### config.mk
export PLATFORM = sky130hd
export DESIGN_NAME = uart_div_ctrl
export DESIGN_NICKNAME = d
export VERILOG_FILES = /design/src/rtl/uart_div_pkg.sv /design/src/rtl/uart_div_ctrl_div_restoring.sv /design/src/rtl/uart_div_ctrl.sv
export SDC_FILE = /design/constraint.sdc
export NUM_CORES = 1
export LEC_CHECK = 0
export CELL_PAD_IN_SITES_DETAIL_PLACEMENT = 0
export CELL_PAD_IN_SITES_GLOBAL_PLACEMENT = 1
export CORE_MARGIN = 4
export CORE_UTILIZATION = 50
export DETAILED_ROUTE_END_ITERATION = 16
export PLACE_DENSITY_LB_ADDON = 0.1
export SETUP_SLACK_MARGIN = 0.3
export SKIP_CTS_REPAIR_TIMING = 1
export SKIP_LAST_GASP = 1
export SLEW_MARGIN = 30
export SYNTH_ARGS = -nofsm -noshare
export SYNTH_HDL_FRONTEND = slang
export SYNTH_HIERARCHICAL = 1
export SYNTH_SLANG_ARGS = --single-unit
### constraint.sdc
create_clock -name clk -period 10.8 [get_ports clk]
set_input_delay 1.62 -clock clk [delete_from_list [all_inputs] [get_ports clk]]
set_output_delay 1.62 -clock clk [all_outputs]
set_load 0.02 [all_outputs]
### src/rtl/uart_div_pkg.sv
// Shared types and constants for the UART divider controller and its restoring divider.
package uart_div_pkg;

  localparam int unsigned BYTE_W             = 8;
  localparam int unsigned DEFAULT_DATA_BYTES = 2;

  typedef enum logic [1:0] {
    S_RX   = 2'd0,
    S_DIV  = 2'd1,
    S_LOAD = 2'd2,
    S_TX   = 2'd3
  } state_e;

  // Bit offset of byte slot idx inside a little-endian word.
  function automatic int unsigned byte_lsb(input int unsigned idx);
    return idx * BYTE_W;
  endfunction

endpackage

### src/rtl/uart_div_ctrl_div_restoring.sv
// Iterative restoring divider, one quotient bit per clock; divisor 0 finishes on the next cycle.
module div_restoring #(
  parameter int unsigned W = 16
) (
  input  logic         clk,
  input  logic         rst,
  input  logic         start,
  input  logic [W-1:0] a,
  input  logic [W-1:0] b,
  output logic         done,
  output logic [W-1:0] quo,
  output logic [W-1:0] rem,
  output logic         dbz
);

  localparam int unsigned CNT_W = $clog2(W + 1);

  logic [W-1:0]     quo_q, quo_d, rem_q, rem_d, b_q, b_d;
  logic [CNT_W-1:0] cnt_q, cnt_d;
  logic             done_q, done_d, dbz_q, dbz_d;
  logic [W:0]       rem_sh;

  // quo_q starts as the dividend and has quotient bits shifted in from the bottom.
  always_comb begin
    quo_d  = quo_q;
    rem_d  = rem_q;
    b_d    = b_q;
    cnt_d  = cnt_q;
    dbz_d  = dbz_q;
    done_d = 1'b0;
    rem_sh = {rem_q, quo_q[W-1]};
    if (start) begin
      b_d = b;
      if (b == '0) begin
        quo_d  = '1;
        rem_d  = a;
        cnt_d  = '0;
        dbz_d  = 1'b1;
        done_d = 1'b1;
      end else begin
        quo_d = a;
        rem_d = '0;
        cnt_d = CNT_W'(W);
        dbz_d = 1'b0;
      end
    end else if (cnt_q != '0) begin
      if (rem_sh >= {1'b0, b_q}) begin
        rem_d = W'(rem_sh - {1'b0, b_q});
        quo_d = {quo_q[W-2:0], 1'b1};
      end else begin
        rem_d = rem_sh[W-1:0];
        quo_d = {quo_q[W-2:0], 1'b0};
      end
      cnt_d  = cnt_q - CNT_W'(1);
      done_d = (cnt_q == CNT_W'(1));
    end
  end

  always_ff @(posedge clk or negedge rst) begin
    if (!rst) begin
      quo_q  <= '0;
      rem_q  <= '0;
      b_q    <= '0;
      cnt_q  <= '0;
      dbz_q  <= 1'b0;
      done_q <= 1'b0;
    end else begin
      quo_q  <= quo_d;
      rem_q  <= rem_d;
      b_q    <= b_d;
      cnt_q  <= cnt_d;
      dbz_q  <= dbz_d;
      done_q <= done_d;
    end
  end

  assign done = done_q;
  assign quo  = quo_q;
  assign rem  = rem_q;
  assign dbz  = dbz_q;

endmodule

### src/rtl/uart_div_ctrl.sv
// UART byte-stream divider controller: rx frame -> restoring divide -> tx quotient/remainder.
// Optional inter-byte receive timeout enabled with macro UART_DIV_RX_TIMEOUT_EN.
module uart_div_ctrl
  import uart_div_pkg::*;
#(
  parameter int unsigned DATA_BYTES = DEFAULT_DATA_BYTES,
  parameter int unsigned LED_W      = 24,
  parameter int unsigned TO_CYCLES  = 104160
) (
  input  logic             clk,
  input  logic             rst,
  input  logic             rx_valid,
  input  logic [7:0]       rx_data,
  input  logic             tx_ready,
  output logic             tx_valid,
  output logic [7:0]       tx_data,
  output logic [LED_W-1:0] led_q,
  output logic             busy,
  output logic             div_err
);

  localparam int unsigned W     = BYTE_W * DATA_BYTES;
  localparam int unsigned NB    = 2 * DATA_BYTES;
  localparam int unsigned CNT_W = $clog2(NB + 1);

  if (TO_CYCLES == 0 || DATA_BYTES == 0) begin : g_param_chk
    $error("uart_div_ctrl: TO_CYCLES and DATA_BYTES must be non-zero");
  end

  state_e           state_q, state_d;
  logic [CNT_W-1:0] rx_cnt_q, rx_cnt_d, tx_cnt_q, tx_cnt_d;
  logic [2*W-1:0]   op_q, op_d;
  logic             tx_valid_q, tx_valid_d, busy_q, busy_d, div_err_q, div_err_d;
  logic [7:0]       tx_data_q, tx_data_d;
  logic [LED_W-1:0] led_d;
  logic             start_c, div_done, div_dbz;
  logic [W-1:0]     div_quo, div_rem;
  logic [2*W-1:0]   res;

`ifdef UART_DIV_RX_TIMEOUT_EN
  localparam int unsigned TO_W = $clog2(TO_CYCLES + 1);
  logic [TO_W-1:0] to_cnt_q, to_cnt_d;
`endif

  assign res = {div_rem, div_quo};

  always_comb begin
    state_d    = state_q;
    rx_cnt_d   = rx_cnt_q;
    tx_cnt_d   = tx_cnt_q;
    op_d       = op_q;
    tx_valid_d = tx_valid_q;
    tx_data_d  = tx_data_q;
    busy_d     = busy_q;
    div_err_d  = div_err_q;
    led_d      = led_q;
    start_c    = 1'b0;
    unique case (state_q)
      S_RX: begin
        if (rx_valid) begin
          op_d[byte_lsb(32'(rx_cnt_q)) +: BYTE_W] = rx_data;
          rx_cnt_d = rx_cnt_q + CNT_W'(1);
          busy_d   = 1'b1;
          if (rx_cnt_q == CNT_W'(NB - 1)) begin
            start_c = 1'b1;
            state_d = S_DIV;
          end
        end
      end
      S_DIV: begin
        if (div_done) state_d = S_LOAD;
      end
      S_LOAD: begin
        led_d      = LED_W'(div_quo);
        div_err_d  = div_dbz;
        tx_valid_d = 1'b1;
        tx_data_d  = res[BYTE_W-1:0];
        tx_cnt_d   = '0;
        state_d    = S_TX;
      end
      S_TX: begin
        if (tx_valid_q && tx_ready) begin
          if (tx_cnt_q == CNT_W'(NB - 1)) begin
            tx_valid_d = 1'b0;
            busy_d     = 1'b0;
            rx_cnt_d   = '0;
            state_d    = S_RX;
          end else begin
            tx_cnt_d  = tx_cnt_q + CNT_W'(1);
            tx_data_d = res[byte_lsb(32'(tx_cnt_d)) +: BYTE_W];
          end
        end
      end
      default: state_d = S_RX;
    endcase

`ifdef UART_DIV_RX_TIMEOUT_EN
    // A stalled partial frame is discarded so the next strobe starts a fresh frame.
    to_cnt_d = '0;
    if (state_q == S_RX && rx_cnt_q != '0 && !rx_valid) begin
      if (to_cnt_q == TO_W'(TO_CYCLES - 1)) begin
        rx_cnt_d = '0;
        busy_d   = 1'b0;
      end else begin
        to_cnt_d = to_cnt_q + TO_W'(1);
      end
    end
`endif
  end

  always_ff @(posedge clk or negedge rst) begin
    if (!rst) begin
      state_q    <= S_RX;
      rx_cnt_q   <= '0;
      tx_cnt_q   <= '0;
      op_q       <= '0;
      tx_valid_q <= 1'b0;
      tx_data_q  <= '0;
      busy_q     <= 1'b0;
      div_err_q  <= 1'b0;
      led_q      <= '0;
`ifdef UART_DIV_RX_TIMEOUT_EN
      to_cnt_q   <= '0;
`endif
    end else begin
      state_q    <= state_d;
      rx_cnt_q   <= rx_cnt_d;
      tx_cnt_q   <= tx_cnt_d;
      op_q       <= op_d;
      tx_valid_q <= tx_valid_d;
      tx_data_q  <= tx_data_d;
      busy_q     <= busy_d;
      div_err_q  <= div_err_d;
      led_q      <= led_d;
`ifdef UART_DIV_RX_TIMEOUT_EN
      to_cnt_q   <= to_cnt_d;
`endif
    end
  end

  // Operands come from op_d so the divider starts on the same edge that captures the last byte.
  div_restoring #(.W(W)) u_div (
    .clk   (clk),
    .rst   (rst),
    .start (start_c),
    .a     (op_d[W-1:0]),
    .b     (op_d[2*W-1:W]),
    .done  (div_done),
    .quo   (div_quo),
    .rem   (div_rem),
    .dbz   (div_dbz)
  );

  assign tx_valid = tx_valid_q;
  assign tx_data  = tx_data_q;
  assign busy     = busy_q;
  assign div_err  = div_err_q;

endmodule

==> results_tabular.tex, run 1 <==
\begin{tabular}{lr}
\hline
Metric & Value \\
\hline
\multicolumn{2}{l}{\textbf{Logic synthesis}} \\
\quad Cell count after synthesis & $\sim$600 \\
\quad Fraction of registers with async set or reset after synthesis & 100\% \\
\quad Number of flops mapped to enable cells by yosys & 0 \\
\quad Synth warn & 6 \\
\quad Top post-synthesis cells by area & dfrtp\_1 (47\%), mux2\_2 (8.9\%), ha\_1 (5.6\%), o21ai\_0 (4.0\%), a21oi\_1 (3.8\%) \\
\quad Post-synthesis cell area & roughly 0.0065 mm\^{}2 \\
\quad Sequential fraction of the synthesis area & roughly 47\% \\
\quad Average instance area after synthesis & about 10 um\^{}2 \\
\quad Number of synthesized register bits & about 120 \\
\quad Leading area contributor after synthesis & dfrtp\_1 \\
\quad Dominant synthesized flop cell & dfrtp\_1 \\
\quad Cell variety after synth & 59 \\
\quad Area share of the largest cell type after synthesis & a little under half \\
\multicolumn{2}{l}{\textbf{Worst setup path}} \\
\quad Critical path startpoint & rx\_valid \\
\quad Crit-path max cell delay & $\sim$0.64 ns \\
\quad Launch point of the worst reg-to-reg path & rx\_cnt\_q[0] \\
\quad Capture point of the worst path & u\_div/rem[10] \\
\quad Critical path peak fanout & 18 \\
\quad Reg-to-reg critical path endpoint & u\_div/rem[10] \\
\quad Required time of the critical path & about 11 ns \\
\quad Worst reg-to-reg path cell count & 13 \\
\quad Crit path capture type & flop \\
\quad Critical path arrival & just over 5 ns \\
\quad Type of the setup path with the least slack & in2reg \\
\quad Standard cell with the maximum stage delay on the critical path & nor3\_2 \\
\quad Critical Path Most Common Cell & nand2\_1 \\
\quad Type of element launching the critical path & input pin \\
\quad Critical path cell sequence & clkdlybuf4s50\_1 -> nand2\_1 -> nor3\_2 -> mux2\_2 -> nor4\_1 -> nand4\_1 -> nor2\_2 -> nand2\_1 -> a21o\_1 -> a31oi\_1 \\
\quad Flop-to-flop setup slack & roughly 6.5 ns \\
\multicolumn{2}{l}{\textbf{Power}} \\
\quad Leak & 3.59 nW \\
\quad Worst IR drop on VDD & approximately 0.00012 V \\
\quad Pwr/cell area & about 290 mW/mm\^{}2 \\
\multicolumn{2}{l}{\textbf{Route}} \\
\quad Number of DRC violations after detailed routing & 0 \\
\quad Violation count after the first detailed-routing iteration & about 300 \\
\quad Via count of the routed design & 4752 \\
\quad DRT Pass-1 Iters & 4 \\
\quad Via density & about 5.7 \\
\quad Final wirelength & between 15000 and 20000 um \\
\quad Antenna Violating Nets Remaining & 0 \\
\quad Wire length per cell & $\sim$19 um \\
\multicolumn{2}{l}{\textbf{Timing}} \\
\quad Slew at the pin with the worst max-slew slack & 0.928 ns \\
\quad Worst hold slack across all endpoints & $\sim$0.48 ns \\
\quad Max Freq & just over 0.2 GHz \\
\quad Number of max-slew violations in the final report & 0 \\
\quad Worst setup slack after layout & 5.93 ns \\
\quad Number of hold violations in the final report & 0 \\
\quad Final-layout setup total negative slack & 0 ns \\
\quad Final setup vio count & 0 \\
\quad Period utilization & between 40\% and 50\% \\
\quad Minimum clock period & 4.87 ns \\
\quad RSZ-0062 raised after global routing & false \\
\quad Max-slew headroom & a little under two fifths \\
\quad Post-route clock skew & 0.0138 ns \\
\multicolumn{2}{l}{\textbf{Cells and area}} \\
\quad Area growth from synthesis to layout & 16.6\% \\
\quad Area of the multi-input gates & $\sim$0.0031 mm\^{}2 \\
\quad Post-layout instance area & between 0.007 and 0.008 mm\^{}2 \\
\quad Number of nets in the final layout & 695 \\
\quad \# diodes & 0 \\
\quad Commonest non-fill, non-tap cell in the layout & dfrtp\_1 \\
\quad Most frequent cells in the layout & dfrtp\_1 (122), nand2\_1 (56), mux2\_2 (51), o21ai\_0 (51), a21oi\_1 (49) \\
\quad Reg area & 0.00305 mm\^{}2 \\
\quad Layout cells sized above 1 & between 10\% and 20\% \\
\quad Fill count & 1099 \\
\multicolumn{2}{l}{\textbf{Flow run}} \\
\quad Number of max-cap violations & 0 \\
\multicolumn{2}{l}{\textbf{Hold path}} \\
\quad Startpoint of the worst hold path & u\_div/dbz \\
\quad Worst Hold Class & reg2reg \\
\multicolumn{2}{l}{\textbf{GRT}} \\
\quad Busiest grt layer & met2 \\
\quad Global route overflow & 0 \\
\quad Met3 track utilization from global routing & $\sim$4.5\% \\
\quad First-pass GRT wire length & approximately 26000 um \\
\quad Aggregate global-route resource usage & between 20 and 25\% \\
\quad Via count of the first global-routing pass & approximately 4700 \\
\quad Maximum number of pins on one net before global-route repair & 82 \\
\quad Antenna violations before repair & 0 \\
\quad Met2 layer usage reported by global route & 35.7\% \\
\quad Grt met1 use & between 30\% and 40\% \\
\multicolumn{2}{l}{\textbf{Placed design}} \\
\quad Buffers added on ports & 38 \\
\quad Detail Placement HPWL & about 12000 um \\
\quad Setup Slack @ Placement & around 5.6 ns \\
\quad Placer's final routability congestion estimate & around 0.83 \\
\quad Placed standard-cell area & slightly below 0.007 mm\^{}2 \\
\multicolumn{2}{l}{\textbf{Die}} \\
\quad Area inside the core boundary & about 0.013 mm\^{}2 \\
\quad DIE AREA & 0.0148 mm\^{}2 \\
\quad Initial standard-cell utilization of the core & $\sim$51\% \\
\quad Vert. Die Dim & 122 um \\
\quad Top-level I/O count & between 40 and 50 \\
\quad Die span in x & 122 um \\
\quad Total number of placement rows & between 40 and 50 \\
\multicolumn{2}{l}{\textbf{Run status}} \\
\quad Result of the run & finished, final reports clean \\
\multicolumn{2}{l}{\textbf{CTS}} \\
\quad Clock latency at the later pin of the worst-skew pair & between 0.4 and 0.5 ns \\
\quad Clock tree from TritonCTS & done \\
\quad H-tree depth & 4 \\
\quad Total clock buffers created by CTS & 17 \\
\quad Sink Count & $\sim$120 \\
\quad Cell chosen for the clock root & clkbuf\_16 \\
\quad Buffer depth of the longest clock path & 2 \\
\quad Clock-pin transition on the worst setup and hold timing paths & roughly 0.05 ns \\
\hline
\end{tabular}
[worst max-delay path, delay by kind of cell]
family | cells | cell delay (ns)
AO/OA/AOI/OAI | 2 | 0.37
buffers and inverters | 1 | 0.48
multiplexers | 1 | 0.44
AND/OR/NAND/NOR | 6 | 2.27
[routing by layer]
layer,up-vias,wire (um)
met2,127,7520
met1,2338,7290
li1,2251,-
met4,0,577
met3,36,639
met5,-,0
[layout make-up]
type	count	area share [%]
Timing Repair Buffer	42	5.46
Inverter	35	1.74
Clock buffer	24	6.39
Multi-Input combinational cell	435	41.8
Clock inverter	7	1.21
Sequential cell	122	40.5
Tap cell	172	2.86
[cells in the mapped netlist (9+ instances only)]
master      n
nand2_1    56
o21ai_0    51
dfrtp_1   122
clkbuf_1   19
ha_1       29
xor2_1      9
a22oi_1    12
a21oi_1    49
nor2b_1    11
mux2_2     51
inv_1      35
nor2_1     45
mux2i_1    15
[sequential cells by signal, indices dropped and copies added (netlist names)]
signal / cells
busy: 1
div_err: 1
led_q: 16
op_q: 32
rx_cnt_q: 3
state_q: 2
tx_cnt_q: 3
tx_data: 8
tx_valid: 1
u_div/b_q: 16
u_div/cnt_q: 5
u_div/dbz: 1
u_div/done: 1
u_div/quo: 16
u_div/rem: 16
[per-stage QoR]
stage | utilization, % | std cells | power [mW]
after CTS | 59.7 | 837 | 2.19
after global placement | 55.1 | 806 | 1.60
final | 59.7 | 837 | 2.18
after detailed placement | 55.2 | 806 | 1.63
after global routing | 59.7 | 837 | 2.32
after floorplan | - | 625 | 1.33
[worst min-delay path by stage]
stage | cells after the start | slack [ns] | endpoint
after floorplan | 1 | 0.45 | u_div/dbz
after global placement | 1 | 0.46 | u_div/dbz
after detailed placement | 1 | 0.47 | u_div/dbz
after CTS | 1 | 0.48 | u_div/dbz
after global routing | 1 | 0.49 | u_div/dbz
final | 1 | 0.48 | u_div/dbz
[kinds of logic after synthesis]
kind of cell,after synthesis,synth area share [%]
AND/OR/NAND/NOR,148,11.0
multiplexers,76,14.5
adder cells (fa/ha/maj),30,5.93
other,1,0.0581
buffers and inverters,68,4.61
flip-flops,122,47.3
XOR/XNOR,15,2.03
AO/OA/AOI/OAI,158,14.6
[where the power goes]
group | switching (mW) | internal (mW) | leakage (nW)
Combinational | 0.498 | 0.382 | 1.75
Sequential | 0.134 | 0.615 | 1.55
Clock | 0.192 | 0.355 | 0.280
Total | 0.824 | 1.35 | 3.59
(Power assumes the default switching activity.)
==> inputs of run 2 (changes only) <==
--- a/config.mk
+++ b/config.mk
@@ -8,7 +8,7 @@
 export CELL_PAD_IN_SITES_DETAIL_PLACEMENT = 0
 export CELL_PAD_IN_SITES_GLOBAL_PLACEMENT = 1
 export CORE_MARGIN = 4
-export CORE_UTILIZATION = 50
+export CORE_UTILIZATION = 42
 export DETAILED_ROUTE_END_ITERATION = 16
 export PLACE_DENSITY_LB_ADDON = 0.1
 export SETUP_SLACK_MARGIN = 0.3
==> constraint.sdc (replaced) <==
create_clock -name clk -period 4.1 [get_ports clk]
set_input_delay 0.615 -clock clk [delete_from_list [all_inputs] [get_ports clk]]
set_output_delay 0.615 -clock clk [all_outputs]
set_load 0.02 [all_outputs]
==> results_tabular.tex, run 2 (same netlist as run 1, synthesis figures left out) <==
\begin{tabular}{lr}
\hline
Metric & Value \\
\hline
\multicolumn{2}{l}{\textbf{Worst setup path}} \\
\quad Required time of the critical path & 4.43 ns (-6.69 ns) \\
\quad Critical path peak fanout & 18 (unchanged) \\
\quad Crit path capture type & flop \\
\quad Type of the setup path with the least slack & reg2reg \\
\quad Type of element launching the critical path & flop \\
\quad Critical path arrival & 3.85 ns (-1.34 ns) \\
\multicolumn{2}{l}{\textbf{Die}} \\
\quad Vert. Die Dim & 132 um (+8.5\%) \\
\quad Top-level I/O count & 47 (unchanged) \\
\quad DIE AREA & 0.0174 mm\^{}2 (+18\%) \\
\quad Initial standard-cell utilization of the core & 42.7\% (-8.5 points) \\
\quad Total number of placement rows & 45 (+9.8\%) \\
\quad Area inside the core boundary & 0.0151 mm\^{}2 (+20\%) \\
\quad Die span in x & 132 um (+8.5\%) \\
\multicolumn{2}{l}{\textbf{CTS}} \\
\quad H-tree depth & 4 (unchanged) \\
\quad Total clock buffers created by CTS & 17 (unchanged) \\
\quad Sink Count & 122 (unchanged) \\
\quad Cell chosen for the clock root & clkbuf\_16 \\
\quad Buffer depth of the longest clock path & 2 (unchanged) \\
\quad Clock tree from TritonCTS & done \\
\quad Clock-pin transition on the worst setup and hold timing paths & 0.06 ns (about the same) \\
\quad Clock latency at the later pin of the worst-skew pair & 0.41 ns (about the same) \\
\multicolumn{2}{l}{\textbf{Route}} \\
\quad Wire length per cell & 19.5 um (+1.6\%) \\
\quad Antenna Violating Nets Remaining & 0 (unchanged) \\
\quad Final wirelength & 16700 um (+4.5\%) \\
\quad DRT Pass-1 Iters & 6 (+2) \\
\quad Violation count after the first detailed-routing iteration & 310 (+0.65\%) \\
\quad Via density & 5.47 (-3.7\%) \\
\quad Number of DRC violations after detailed routing & 0 (unchanged) \\
\quad Via count of the routed design & 4708 (-0.93\%) \\
\multicolumn{2}{l}{\textbf{Cells and area}} \\
\quad Flip-flop count of the largest register, all copies and words added & 32 (unchanged) \\
\quad Area growth from synthesis to layout & 18.7\% \\
\quad Fin cells & 861 (+2.9\%) \\
\quad Post-layout instance area & 0.00766 mm\^{}2 (+1.7\%) \\
\quad Commonest non-fill, non-tap cell in the layout & dfrtp\_1 \\
\quad Number of nets in the final layout & 702 (+1.0\%) \\
\quad Fill count & 1349 (+23\%) \\
\quad Biggest register & op\_q \\
\quad Layout cells sized above 1 & 17.7\% (+1.1 points) \\
\quad \# diodes & 0 (unchanged) \\
\quad Most frequent cells in the layout & dfrtp\_1 (121), nand2\_1 (56), mux2\_2 (51), o21ai\_0 (51), a21oi\_1 (49) \\
\multicolumn{2}{l}{\textbf{Placed design}} \\
\quad Setup Slack @ Placement & 0.329 ns (-5.27 ns) \\
\quad Placed standard-cell area & 0.00701 mm\^{}2 (+0.74\%) \\
\quad Detail Placement HPWL & 12400 um (+4.7\%) \\
\quad Placer's final routability congestion estimate & 0.806 (-3.5\%) \\
\quad Buffers added on ports & 38 (unchanged) \\
\quad Placed cell count & 827 (+2.6\%) \\
\multicolumn{2}{l}{\textbf{GRT}} \\
\quad Via count of the first global-routing pass & 4699 (+0.36\%) \\
\quad First-pass GRT wire length & 27100 um (+4.7\%) \\
\quad Maximum number of pins on one net before global-route repair & 69 (-16\%) \\
\quad Aggregate global-route resource usage & 19.9\% (-3.1 points) \\
\quad Global route overflow & 0 (unchanged) \\
\quad Antenna violations before repair & 0 (unchanged) \\
\multicolumn{2}{l}{\textbf{Timing}} \\
\quad Max-slew headroom & 33.2\% (-5.0 points) \\
\quad Period utilization & 85.9\% \\
\quad Post-route clock skew & 0.00852 ns (-0.00524 ns) \\
\quad Number of hold violations in the final report & 0 (unchanged) \\
\quad Minimum clock period & roughly 3.5 ns \\
\quad Max Freq & 0.284 GHz \\
\quad RSZ-0062 raised after global routing & false \\
\quad Final-layout setup total negative slack & 0 ns (unchanged) \\
\quad Final setup vio count & 0 (unchanged) \\
\quad Slew at the pin with the worst max-slew slack & 0.999 ns (+0.0707 ns) \\
\quad Number of max-slew violations in the final report & 0 (unchanged) \\
\quad Worst hold slack across all endpoints & 0.200 ns (-0.276 ns) \\
\quad Worst setup slack after layout & 0.579 ns (-5.35 ns) \\
\multicolumn{2}{l}{\textbf{Power}} \\
\quad Leak & 3.65 nW (+1.7\%) \\
\quad Worst IR drop on VDD & 0.000301 V (+150\%) \\
\quad Pwr/cell area & 762 mW/mm\^{}2 (+160\%) \\
\multicolumn{2}{l}{\textbf{Flow run}} \\
\quad Number of max-cap violations & 0 (unchanged) \\
\multicolumn{2}{l}{\textbf{Run status}} \\
\quad Result of the run & finished, final reports clean \\
\multicolumn{2}{l}{\textbf{Hold path}} \\
\quad Worst Hold Class & in2async \\
\hline
\end{tabular}
## run 2: path summary, 6_finish.rpt
kind / depth (start not counted) / to / slack (ns) / startpoint
setup / recovery: 15 / u_div/rem[10] / 0.58 / rx_cnt_q[0]
hold / removal: 1 / state_q[0] / 0.20 / rst
setup reg to reg: 15 / u_div/rem[10] / 0.58 / rx_cnt_q[0]
hold reg to reg: 1 / u_div/dbz / 0.48 / u_div/dbz
max in group asynchronous: 2 / u_div/b_q[6] / 3.04 / rst
min in group clk: 1 / u_div/dbz / 0.48 / u_div/dbz
## run 2: stage by stage
| stage | power, mW | utilization (%) |
|---|---|---|
| after detailed placement | 4.33 | 46.3 |
| final | 5.84 | 50.6 |
| after CTS | 5.87 | 50.3 |
| after global routing | 6.22 | 50.6 |
| after global placement | 4.26 | 46.3 |
| after floorplan | 3.51 | - |
## run 2: cell type report
cell class | count | area [um^2] | area share (%)
clock inverter | 7 | 113 | 1.47
tap | 188 | 235 | 3.07
clock buffer | 25 | 495 | 6.46
sequential | 122 | 3050 | 39.8
multi-input combinational | 435 | 3160 | 41.2
inverter | 35 | 131 | 1.71
timing repair buffer | 49 | 477 | 6.22
## run 2: worst max-delay path, cell delays in order, from the launching register on
cell and delay (ns):
dfrtp_2 0.45, inv_1 0.13, ha_1 0.23, ha_1 0.29
and2b_2 0.18, o211ai_1 0.14, nor3_4 0.25, buf_12 0.16
mux2_2 0.37, nor4_2 0.30, nand4_1 0.19, nor2_1 0.13
buf_4 0.23, nand2_1 0.10, a21o_1 0.18, a31oi_1 0.13
## run 2: where the power goes
part	total [mW]	internal [mW]	switching [mW]	leakage [nW]
Sequential	1.97	1.62	0.348	1.55
Combinational	2.35	1.01	1.34	1.80
Clock	1.53	1.02	0.509	0.297
Total	5.84	3.65	2.19	3.65
## run 2: routing by layer
metal,wire (um),track usage (%)
met4,418,7.47
met5,0,0
met2,7830,30.6
met1,7780,27.5
met3,716,4.50
==> inputs of run 3 (changes only) <==
--- a/config.mk
+++ b/config.mk
@@ -10,6 +10,7 @@
 export CORE_MARGIN = 4
 export CORE_UTILIZATION = 42
 export DETAILED_ROUTE_END_ITERATION = 16
+export GPL_ROUTABILITY_DRIVEN = 0
 export PLACE_DENSITY_LB_ADDON = 0.1
 export SETUP_SLACK_MARGIN = 0.3
 export SKIP_CTS_REPAIR_TIMING = 1
==> results of run 3 <==
Same layout as run 2: the final DEF is identical, and so are final timing and power.
